$ cat src/rtl/game_flow_ctrl.sv
// Blobby Volley match sequencer: serve, rally, point pause and game over.
// Counts touches per side, awards points and drives ball hold/serve.
module game_flow_ctrl #(
  parameter int WIN_SCORE   = 15,
  parameter int SERVE_DELAY = 60,
  parameter int POINT_PAUSE = 90,
  parameter int MAX_TOUCH   = 3,
  parameter int NET_X       = 512
) (
  input  logic        pclk,
  input  logic        rst,
  input  logic        vblnk,
  input  logic        start,
  input  logic        gnd_col,
  input  logic        pl1_col,
  input  logic        pl2_col,
  input  logic [11:0] ball_xpos,
  output logic        ball_hold,
  output logic        ball_serve,
  output logic        serve_side,
  output logic [3:0]  score_pl1,
  output logic [3:0]  score_pl2,
  output logic        point_pulse,
  output logic        last_touch,
  output logic        thirdtouched,
  output logic        endgame,
  output logic [2:0]  state
);

  localparam int FMAX = (SERVE_DELAY > POINT_PAUSE) ? SERVE_DELAY : POINT_PAUSE;
  localparam int FW   = $clog2(FMAX + 1);
  localparam logic [FW-1:0] SD_END = FW'(SERVE_DELAY - 1);
  localparam logic [FW-1:0] PP_END = FW'(POINT_PAUSE - 1);
  localparam logic [2:0]    T_MAX  = 3'(MAX_TOUCH);
  localparam logic [2:0]    T_FLT  = 3'(MAX_TOUCH + 1);
  localparam logic [3:0]    W_SC   = 4'(WIN_SCORE);
  localparam logic [11:0]   NET    = 12'(NET_X);

  typedef enum logic [2:0] {
    IDLE  = 3'd0,
    SERVE = 3'd1,
    RALLY = 3'd2,
    POINT = 3'd3,
    OVER  = 3'd4
  } state_t;

  state_t st, st_n;
  logic [4:0] in_q, in_d, ev;
  logic tick, start_e, gnd_e, pl1_e, pl2_e;
  logic [FW-1:0] fcnt, fcnt_n;
  logic [2:0] tcnt, tcnt_n, t_cnt;
  logic [3:0] s1_n, s2_n, win_sc;
  logic side_n, last_n, third_n, serve_n, pp_n;
  logic award, winner, t_side;

  // one register stage, then rising edge of the registered level
  assign ev = in_q & ~in_d;
  assign {tick, start_e, gnd_e, pl1_e, pl2_e} = ev;
  assign state = st;
  assign win_sc = serve_side ? score_pl2 : score_pl1;

  always_comb begin
    st_n    = st;
    fcnt_n  = fcnt;
    tcnt_n  = tcnt;
    s1_n    = score_pl1;
    s2_n    = score_pl2;
    side_n  = serve_side;
    last_n  = last_touch;
    third_n = thirdtouched;
    serve_n = 1'b0;
    pp_n    = 1'b0;
    award   = 1'b0;
    winner  = 1'b0;
    t_side  = pl2_e;
    t_cnt   = 3'd1;
    unique case (st)
      IDLE: begin
        if (start_e) begin
          side_n  = 1'b0;
          st_n    = SERVE;
          fcnt_n  = '0;
          serve_n = 1'b1;
        end
      end
      SERVE: begin
        if (tick) begin
          if (fcnt == SD_END) begin
            st_n    = RALLY;
            tcnt_n  = 3'd0;
            third_n = 1'b0;
          end else begin
            fcnt_n = fcnt + FW'(1);
          end
        end
      end
      RALLY: begin
        if (gnd_e) begin
          award  = 1'b1;
          winner = (ball_xpos < NET) ? 1'b1 : 1'b0;
        end else if (pl1_e ^ pl2_e) begin
          if (last_touch == t_side)
            t_cnt = (tcnt == T_FLT) ? tcnt : tcnt + 3'd1;
          last_n  = t_side;
          tcnt_n  = t_cnt;
          third_n = (t_cnt == T_MAX);
          if (t_cnt == T_FLT) begin
            award  = 1'b1;
            winner = ~t_side;
          end
        end
        if (award) begin
          if (winner) s2_n = (score_pl2 == W_SC) ? score_pl2 : score_pl2 + 4'd1;
          else        s1_n = (score_pl1 == W_SC) ? score_pl1 : score_pl1 + 4'd1;
          side_n = winner;
          pp_n   = 1'b1;
          st_n   = POINT;
          fcnt_n = '0;
        end
      end
      POINT: begin
        if (tick) begin
          if (fcnt == PP_END) begin
            fcnt_n = '0;
            if (win_sc == W_SC) begin
              st_n = OVER;
            end else begin
              st_n    = SERVE;
              serve_n = 1'b1;
            end
          end else begin
            fcnt_n = fcnt + FW'(1);
          end
        end
      end
      OVER: begin
        if (start_e) begin
          s1_n    = 4'd0;
          s2_n    = 4'd0;
          side_n  = 1'b0;
          st_n    = SERVE;
          fcnt_n  = '0;
          serve_n = 1'b1;
        end
      end
      default: st_n = IDLE;
    endcase
  end

  always_ff @(posedge pclk or negedge rst) begin
    if (!rst) begin
      in_q         <= '0;
      in_d         <= '0;
      st           <= IDLE;
      fcnt         <= '0;
      tcnt         <= 3'd0;
      score_pl1    <= 4'd0;
      score_pl2    <= 4'd0;
      serve_side   <= 1'b0;
      last_touch   <= 1'b0;
      thirdtouched <= 1'b0;
      ball_serve   <= 1'b0;
      point_pulse  <= 1'b0;
      ball_hold    <= 1'b1;
      endgame      <= 1'b0;
    end else begin
      in_q         <= {vblnk, start, gnd_col, pl1_col, pl2_col};
      in_d         <= in_q;
      st           <= st_n;
      fcnt         <= fcnt_n;
      tcnt         <= tcnt_n;
      score_pl1    <= s1_n;
      score_pl2    <= s2_n;
      serve_side   <= side_n;
      last_touch   <= last_n;
      thirdtouched <= third_n;
      ball_serve   <= serve_n;
      point_pulse  <= pp_n;
      ball_hold    <= (st_n != RALLY);
      endgame      <= (st_n == OVER);
    end
  end

endmodule

$ cat config.mk
export PLATFORM = sky130hd
export DESIGN_NAME = game_flow_ctrl
export DESIGN_NICKNAME = d
export VERILOG_FILES = /design/src/rtl/game_flow_ctrl.sv
export SDC_FILE = /design/constraint.sdc
export NUM_CORES = 1
export LEC_CHECK = 0
export CAP_MARGIN = 20
export CORE_MARGIN = 10
export CORE_UTILIZATION = 30
export CTS_BUF_LIST = sky130_fd_sc_hd__clkbuf_4
export DETAILED_ROUTE_END_ITERATION = 16
export PLACE_DENSITY = 0.51
export SKIP_LAST_GASP = 1
export SLEW_MARGIN = 20
export SYNTH_ARGS = -nofsm -noshare
export SYNTH_HDL_FRONTEND = slang
export SYNTH_SLANG_ARGS = --single-unit
$ cat constraint.sdc
create_clock -name pclk -period 2.95 [get_ports pclk]
set_input_delay 0.7375 -clock pclk [delete_from_list [all_inputs] [get_ports pclk]]
set_output_delay 0.7375 -clock pclk [all_outputs]
set_load 0.01 [all_outputs]
; ---- After elaboration in Yosys (flattened, before gate mapping)
; Cells that the tools add are included.
[op_classes]
n_addsub = 4
div_mod_pow = 0
shift = 0
bitwise = 5
n_reduce_logical = 12
muxes = 59
eq_ne = 28
mul = 0
magnitude_cmp = 1
[op_table]
columns = cell, count
row1 = two-way mux 3 bit, 16
row2 = two-way mux 7 bit, 6
row3 = two-way mux 4 bit, 8
row4 = case mux 7 bit (4 select lines), 1
row5 = "!= test 2 bit, second input constant", 12
row6 = two-way mux 1 bit, 21
row7 = case mux 4 bit (2 select lines), 2
row8 = AND reduction 5 bit, 3
row9 = "== test 3 bit, second input constant", 4
row10 = "== test 4 bit, second input constant", 3
row11 = "< comparator 12 x 10 -> 1 bit, second input constant", 1
row12 = case mux 3 bit (4 select lines), 1
row13 = "== test 3 x 2 -> 1 bit, second input constant", 3
row14 = "adder 4 x 1 -> 4 bit, second input constant", 2
row15 = "adder 7 x 1 -> 7 bit, second input constant", 1
row16 = "== test 7 x 6 -> 1 bit, second input constant", 1
row17 = "== test 7 bit, second input constant", 1
row18 = case mux 1 bit (2 select lines), 3
row19 = case mux 3 bit (2 select lines), 1
row20 = AND reduction 3 bit, 2
row21 = AND reduction 6 bit, 1
row22 = nonzero test 2 bit, 3
row23 = bitwise AND 5 bit, 1
row24 = NOT 5 bit, 1
row25 = 10 further kinds, 11
[word_totals]
mem_bits_rw = 0
mem_bits_ro = 0
register_bits = 38
n_memories = 0
output_inout_bits = 18
wordCells = 123
latch_bits = 0

; ---- Depth between registers and ports, before layout
; Gate-level depths: netlist (run 1).
[depth]
depth_word = 15
ltp_mapped = 9

; ---- Least setup slack after synthesis (run 1)
; No wires, ideal clock.
[synth_path]
kind = reg-to-reg
from = register tcnt[0]
to = register score_pl1[3]
period_less_slack_ps = 2680
setup_slack_ps = 270
setup_time_ps = 67
arrival_time_ps = 2613
required_time_ps = 2883
path_stages_with_launch = 9
cell_sequence = dfrtp_1 inv_1 ha_1 or4b_1 o221a_4 o41a_1 o21a_1 or4_1 nand2_1
[synth_between]
elab_chain_cells = 13
word_cells_on_any_way = 19
cone_classes = 1 x add/sub / 4 x eq/ne / 13 x mux / 1 x reduce/logical
[synth_lines]
columns = item, line_no
row1 = from (decl), 51  ; logic [2:0] tcnt, tcnt_n, t_cnt;
row2 = from (signal assigned), 171  ; tcnt <= tcnt_n;
row3 = adder 3 x 1 -> 3 bit or == test 3 bit (tied branches), 103  ; t_cnt = (tcnt == T_FLT) ? tcnt : tcnt + 3'd1;
row4 = two-way mux 3 bit (*), 103
row5 = two-way mux 3 bit (*), 102  ; if (last_touch == t_side)
row6 = two-way mux 3 bit (*), 101  ; end else if (pl1_e ^ pl2_e) begin
row7 = two-way mux 3 bit (*), 98  ; if (gnd_e) begin
row8 = two-way mux 3 bit (*), 77  ; unique case (st)
row9 = == test 3 bit (*), 107  ; if (t_cnt == T_FLT) begin
row10 = two-way mux 1 bit, 107
row11 = two-way mux 1 bit, 101
row12 = two-way mux 1 bit, 98
row13 = two-way mux 1 bit, 77
row14 = != test 2 bit (no line), --
row15 = AND reduction 5 bit (no line) (*), --
row16 = to (signal assigned), 172  ; score_pl1 <= s1_n;
row17 = to (decl), 21  ; output logic [3:0] score_pl1,
; Every way passes the cells marked *; elsewhere a longest branch is shown, timed or not. The select of a mux whose other input is x is not followed.
; A chain may end at the register's enable or synchronous reset.

; ---- Final worst setup path (run 1)
; Ends and elaborated chain as after synthesis.

==> results of run 1 <==
## per-layer routing
layer | wire length [um] | GRT usage (%) | share of wire (%) | vias up
met1 | 1980 | 10.7 | 47 | 715
met2 | 1930 | 13.2 | 46 | 26
met3 | 216 | 2.95 | 5.1 | 6
met4 | 82 | 3.91 | 1.9 | 0
met5 | 0 | 0 | 0 | -
li1 | - | - | - | 764
## final cells by class
class	count	area [um2]
clock buffers	6	45.0
fillers	657	3930
inverters	3	11.3
well taps	77	96.3
multi-input cells	143	957
repair buffers	33	310
clock inverters	2	8.76
flip-flops and latches	38	952
## power groups by stage
stage,logic (mW),clock network (mW),registers (mW)
after global placement,0.129,0,0.606
after CTS,0.131,0.282,0.597
after detailed placement,0.129,0,0.607
final,0.127,0.268,0.597
after floorplan,0.0809,0,0.598
after global routing,0.148,0.302,0.602
## cells in the mapped netlist (all sizes together), types with 3 or more instances
cell,instances
nor2b,6
a21oi,5
xnor2,3
nor2,9
nand3,8
dfrtp,37
nand2b,10
o31ai,4
and3,6
a32o,3
a21o,4
clkbuf,3
inv,3
nand2,20
ha,6
o21ai,20
nand4,3
## kinds of logic (layout without fill, tap and decap cells)
logic type               count (synthesis)  count (layout)  synth area share [%]
AND/OR/NAND/NOR                         82              82                  24.6
buffers and inverters                    6              44                  1.17
multiplexers                             2               2                  1.04
XOR/XNOR                                 5               5                  2.27
AO/OA/AOI/OAI                           48              48                  17.7
flip-flops                              38              38                  49.3
adder cells (fa/ha/maj)                  6               6                  3.89
## per-stage QoR
| step | worst slack (ps) | hold WS (ps) | cell area, um2 | power [mW] |
|---|---|---|---|---|
| global route | 17.2 | 401 | 2380 | 1.05 |
| CTS | 113 | 388 | 2360 | 1.01 |
| global placement | 146 | 355 | 2300 | 0.735 |
| floorplan | 270 | 347 | 1930 | 0.679 |
| detailed placement | 135 | 358 | 2300 | 0.737 |
| finish | 161 | 385 | 2380 | 0.992 |
## worst reg2reg max path, cell delays in order (launching register included)
cell	delay (ps)
dfrtp_1	390
inv_1	80
ha_1	330
or4b_1	550
o221a_4	150
o41a_1	480
o21a_1	240
or4_1	460
nand2_1	70
## timing repair
item | in CTS | in global routing
endpoints found under the setup margin | 0 | 2
hold buffers | 0 | 0
setup buffers | 0 | 3
resized for setup | 0 | 0
## how the worst max path moves through the flow
stage | start | to | slack [ps] | cells past startpoint
detailed placement | tcnt[0] | score_pl1[3] | 140 | 8
global placement | tcnt[0] | score_pl1[3] | 150 | 8
finish | tcnt[0] | score_pl1[3] | 160 | 8
global route | tcnt[0] | score_pl2[2] | 20 | 8
floorplan | tcnt[0] | score_pl1[3] | 270 | 8
CTS | tcnt[0] | score_pl1[3] | 110 | 8
## state kept, by name (all words and copies together) (netlist names)
name and cells:
fcnt 7, in_d 5, in_q 5, score_pl1 4, score_pl2 4, state 3, tcnt 3, ball_hold 1
ball_serve 1, endgame 1, last_touch 1, point_pulse 1, serve_side 1, thirdtouched 1
==> impl_metrics.yaml, run 1 <==
cells_and_area:
  area_growth_pct: 23.3
  finalNonFillerCells: 302
  layout_commonest_cell: "dfrtp_1"
  nNetsFinal: 249
  diodes: 0
  fin_util_pct: 37.7
  final_cell_mix: "37 x dfrtp_1, 26 x clkdlybuf4s50_1, 20 x nand2_1, 20 x o21ai_0, 10 x nand2b_1"
  drive_gt1_share_pct: 9.33
worst_setup_path:
  r2r-start: "tcnt[0]"
  r2r-end: "score_pl1[3]"
  crit_chain: "inv_1, ha_1, or4b_1, o221a_4, o41a_1, o21a_1, or4_1, nand2_1"
  r2r_cells: 8
  cp_max_fo: 4
  worstPathArrival_ps: 3080
  cp-start-kind: "register"
  endpoint_kind: "register"
  path_class: "reg2reg"
  critPathMaxStageDelay_ps: 550
  critical_path_buf_inv_count: 1
  cp.required_ps: 3240
  cp_top_family: "simple AND/OR/NAND/NOR gates"
  critPathSlowestCell: "or4b_1"
  rrSetupSlack_ps: 160
yosys:
  yosysWarnings: 0
  syn_inst: 187
  synth_largest_area_cell: "dfrtp_1"
  syn_area_mm2: 0.00193
  synth.area.top_cells: "dfrtp_1 48%, o21ai_0 5.2%, ha_1 3.9%"
  synth_nets: 212
  yosys_most_used_dff: "dfrtp_1"
  synth_edf_count: 0
  synth_seq_cells: 38
  ys_seq_area_share_pct: 49.3
  syn_area_per_cell_um2: 10.3
  yosys.cell_types.count: 48
  synthArstFlopShare_pct: 100
  netlist.area_leader.share_pct: 47.9
place:
  io_buffers: 27
  gp_congestion: 0.794
  dp_hpwl_um: 3100
  post-place-cells: 291
clocking:
  clockBufferDepth: 2
  clock-root-buffer: "clkbuf_4"
  cts.clk_slew.worst_paths_ps: 110
  cts_tree: "done"
  htree_levels: 2
  cts-buffers-inserted: 5
  worst_skew_pair.late_latency_ps: 340
  clock_sinks: 38
timing:
  fin_skew_ps: 8.10
  rsz0062_at_grt: "no"
  finalHoldViolations: 0
  tightest_slew_ps: 854
  final.period_utilization_pct: 94.6
  timing.fmax_mhz: 359
  drv_slew: 0
  max_slew_margin_pct: 43.0
  finalSetupTns_ps: 0
  finalSetupViolCount: 0
  fin_crit_ps: 2790
global_routing:
  grt_pass1_vias: 1499
  grt_max_degree: 39
  grtUsageTotal_pct: 8.63
  grt_pass1_wl_um: 7200
  grt_overflow_total: 0
  grt_antenna_before_repair: 0
drt:
  ant_nets: 0
  wirelength_um: 4210
  wire_per_inst_um: 13.9
  drc: 0
  first_pass_iters: 4
  viasPerCell: 5.00
  num_vias: 1511
  drt_iter0_markers: 101
die:
  fp.dieArea_mm2: 0.0100
  core-area_mm2: 0.00631
  start_util_pct: 30.6
  io_pins: 37
  die_y_um: 100
  die_width_um: 100
  rows: 29
job:
  drv_cap: 0
power:
  swShare_pct: 28.1
  power.share.sequential_pct: 60.2
  netSwitchingPower_mw: 0.279
  combPwrFrac_pct: 12.8
  ir_worst_vdd_mv: 0.185
  pwr-share-clk_pct: 27.0
  internal-power_mw: 0.713
  leakage_nw: 1.04
  power_density_mw_per_mm2: 417
min_path:
  hp-class: "reg2reg"
  holdPathStages: 0
  hold_start: "in_q[3]"
  hold_end: "in_d[3]"
outcome:
  status: "finished clean"
No activity file was read; power rests on OpenSTA's default activity.
==> inputs of run 2 (changes only) <==
--- a/config.mk
+++ b/config.mk
@@ -9,6 +9,7 @@
 export CORE_MARGIN = 10
 export CORE_UTILIZATION = 30
 export CTS_BUF_LIST = sky130_fd_sc_hd__clkbuf_4
+export CTS_CLUSTER_DIAMETER = 150
 export DETAILED_ROUTE_END_ITERATION = 16
 export PLACE_DENSITY = 0.51
 export SKIP_LAST_GASP = 1
==> results of run 2 <==
Same layout as run 1: the final DEF is identical, and so are final timing and power.
==> inputs of run 3 (changes only) <==
--- a/config.mk
+++ b/config.mk
@@ -6,13 +6,14 @@
 export NUM_CORES = 1
 export LEC_CHECK = 0
 export CAP_MARGIN = 20
+export CELL_PAD_IN_SITES_DETAIL_PLACEMENT = 0
+export CELL_PAD_IN_SITES_GLOBAL_PLACEMENT = 1
 export CORE_MARGIN = 10
 export CORE_UTILIZATION = 30
 export CTS_BUF_LIST = sky130_fd_sc_hd__clkbuf_4
 export CTS_CLUSTER_DIAMETER = 150
 export DETAILED_ROUTE_END_ITERATION = 16
-export PLACE_DENSITY = 0.51
-export SKIP_LAST_GASP = 1
+export PLACE_DENSITY = 0.62
 export SLEW_MARGIN = 20
 export SYNTH_ARGS = -nofsm -noshare
 export SYNTH_HDL_FRONTEND = slang
==> impl_metrics.yaml, run 3 (synthesized netlist as in run 1, its figures left out) <==
die:
  fp.dieArea_mm2: 0.0100
  rows: 29
  io_pins: 37
  core-area_mm2: 0.00631
  die_y_um: 100
  start_util_pct: 30.6
  die_width_um: 100
global_routing:
  grt_pass1_wl_um: 7560
  grt_antenna_before_repair: 1
  grt_max_degree: 39
  grt_overflow_total: 0
  grtUsageTotal_pct: 9.21
  grt_pass1_vias: 1529
drt:
  first_pass_iters: 4
  wire_per_inst_um: 14.5
  drc: 0
  wirelength_um: 4360
  num_vias: 1502
  ant_nets: 0
  drt_iter0_markers: 65
  viasPerCell: 4.99
power:
  ir_worst_vdd_mv: 0.193
  power_density_mw_per_mm2: 421
  leakage_nw: 1.03
outcome:
  status: "finished clean"
timing:
  timing.hold.ws_ps: 375
  tightest_slew_ps: 878
  max_slew_margin_pct: 41.5
  finalHoldViolations: 0
  fin_skew_ps: 9.07
  drv_slew: 0
  rsz0062_at_grt: "no"
  layout_setup_ws_ps: 130
  timing.fmax_mhz: 355
  fin_crit_ps: 2820
  finalSetupViolCount: 0
  final.period_utilization_pct: 95.6
  finalSetupTns_ps: 0
clocking:
  post_cts_buffers: 0
  cts_hold_buffers: 0
  clock-root-buffer: "clkbuf_4"
  cts_resized: 0
  cts-buffers-inserted: 5
  htree_levels: 2
  clockBufferDepth: 2
  cts.clk_slew.worst_paths_ps: 120
  clock_sinks: 38
  worst_skew_pair.late_latency_ps: 350
  cts_tree: "done"
min_path:
  hold_start: "in_q[3]"
  hold_end: "in_d[3]"
  holdPathStages: 0
  hp-class: "reg2reg"
cells_and_area:
  drive_gt1_share_pct: 8.52
  area_growth_pct: 22.6
  layout_commonest_cell: "dfrtp_1"
  final_cell_mix: "37 x dfrtp_1, 26 x clkdlybuf4s50_1, 20 x nand2_1, 20 x o21ai_0, 10 x nand2b_1"
  max_flop_register: "fcnt"
  largest_register_ffs: 7
  top_regs: "fcnt x7, in_d x5, in_q x5"
  nNetsFinal: 247
place:
  pre_cts_ws_ps: 148
  dp_hpwl_um: 3220
  gp_congestion: 0.805
  io_buffers: 27
worst_setup_path:
  r2r_cells: 8
  cp_max_fo: 5
  cp-start-kind: "register"
  cp.required_ps: 3240
  crit_chain: "inv_1, ha_1, or4b_1, o221a_4, o41a_1, o21a_1, or4_1, nand2_1"
  endpoint_kind: "register"
  worstPathArrival_ps: 3110
  rrSetupSlack_ps: 130
  path_class: "reg2reg"
  critPathMaxStageDelay_ps: 540
  r2r-end: "score_pl1[3]"
  critPathSlowestCell: "or4b_1"
  r2r-start: "tcnt[1]"
job:
  drv_cap: 0
==> run 3: cell count changes in the layout (fill, tap and decap cells not counted), sizes merged <==
cell	previous run	this run
buf	7	5
diode	0	1
==> run 3: worst max-delay path by stage <==
stage | from | to | slack [ps] | depth (start not counted)
final | tcnt[1] | score_pl1[3] | 130 | 8
after global routing | tcnt[1] | score_pl1[3] | 40 | 8
after CTS | tcnt[1] | score_pl1[3] | 110 | 8
after detailed placement | tcnt[1] | score_pl1[3] | 150 | 8
after global placement | tcnt[1] | score_pl1[3] | 180 | 8
after floorplan | tcnt[0] | score_pl1[3] | 270 | 8
==> run 3: area by class of cell <==
type / count / area, um2
fillers: 643 / 3950
repair buffers: 31 / 295
flip-flops and latches: 38 / 952
clock buffers: 6 / 45.0
inverters: 3 / 11.3
clock inverters: 2 / 8.76
multi-input cells: 143 / 957
well taps: 77 / 96.3
diodes: 1 / 2.50
==> run 3: metrics by stage <==
| step | cells | power [mW] | utilization (%) | instance area [um2] |
|---|---|---|---|---|
| finish | 301 | 0.997 | 37.5 | 2370 |
| global route | 301 | 1.07 | 37.5 | 2370 |
| CTS | 300 | 1.02 | 37.5 | 2370 |
| detailed placement | 292 | 0.737 | 36.6 | 2310 |
| global placement | 292 | 0.738 | 36.6 | 2310 |
| floorplan | 187 | 0.679 | - | 1930 |
==> run 3: critical path: cells and delay by family, from the launching register on <==
kind	cells	cell delay (ps)
adder cells (fa/ha/maj)	1	310
flip-flops	1	450
AND/OR/NAND/NOR	3	1080
AO/OA/AOI/OAI	3	880
buffers and inverters	1	60
==> run 3: power breakdown <==
group	internal (mW)	switching, mW	total [mW]
Clock	0.0989	0.174	0.273
Sequential	0.557	0.0403	0.597
Combinational	0.0572	0.0694	0.127
Total	0.713	0.284	0.997
==> run 3: per-layer routing <==
| metal | global-route usage, % | vias to the layer above | share of wire, % |
|---|---|---|---|
| li1 | - | 765 | - |
| met1 | 11.4 | 704 | 48 |
| met2 | 14.0 | 28 | 45 |
| met3 | 2.95 | 5 | 5.2 |
| met4 | 4.57 | 0 | 2.0 |
| met5 | 0 | - | 0 |
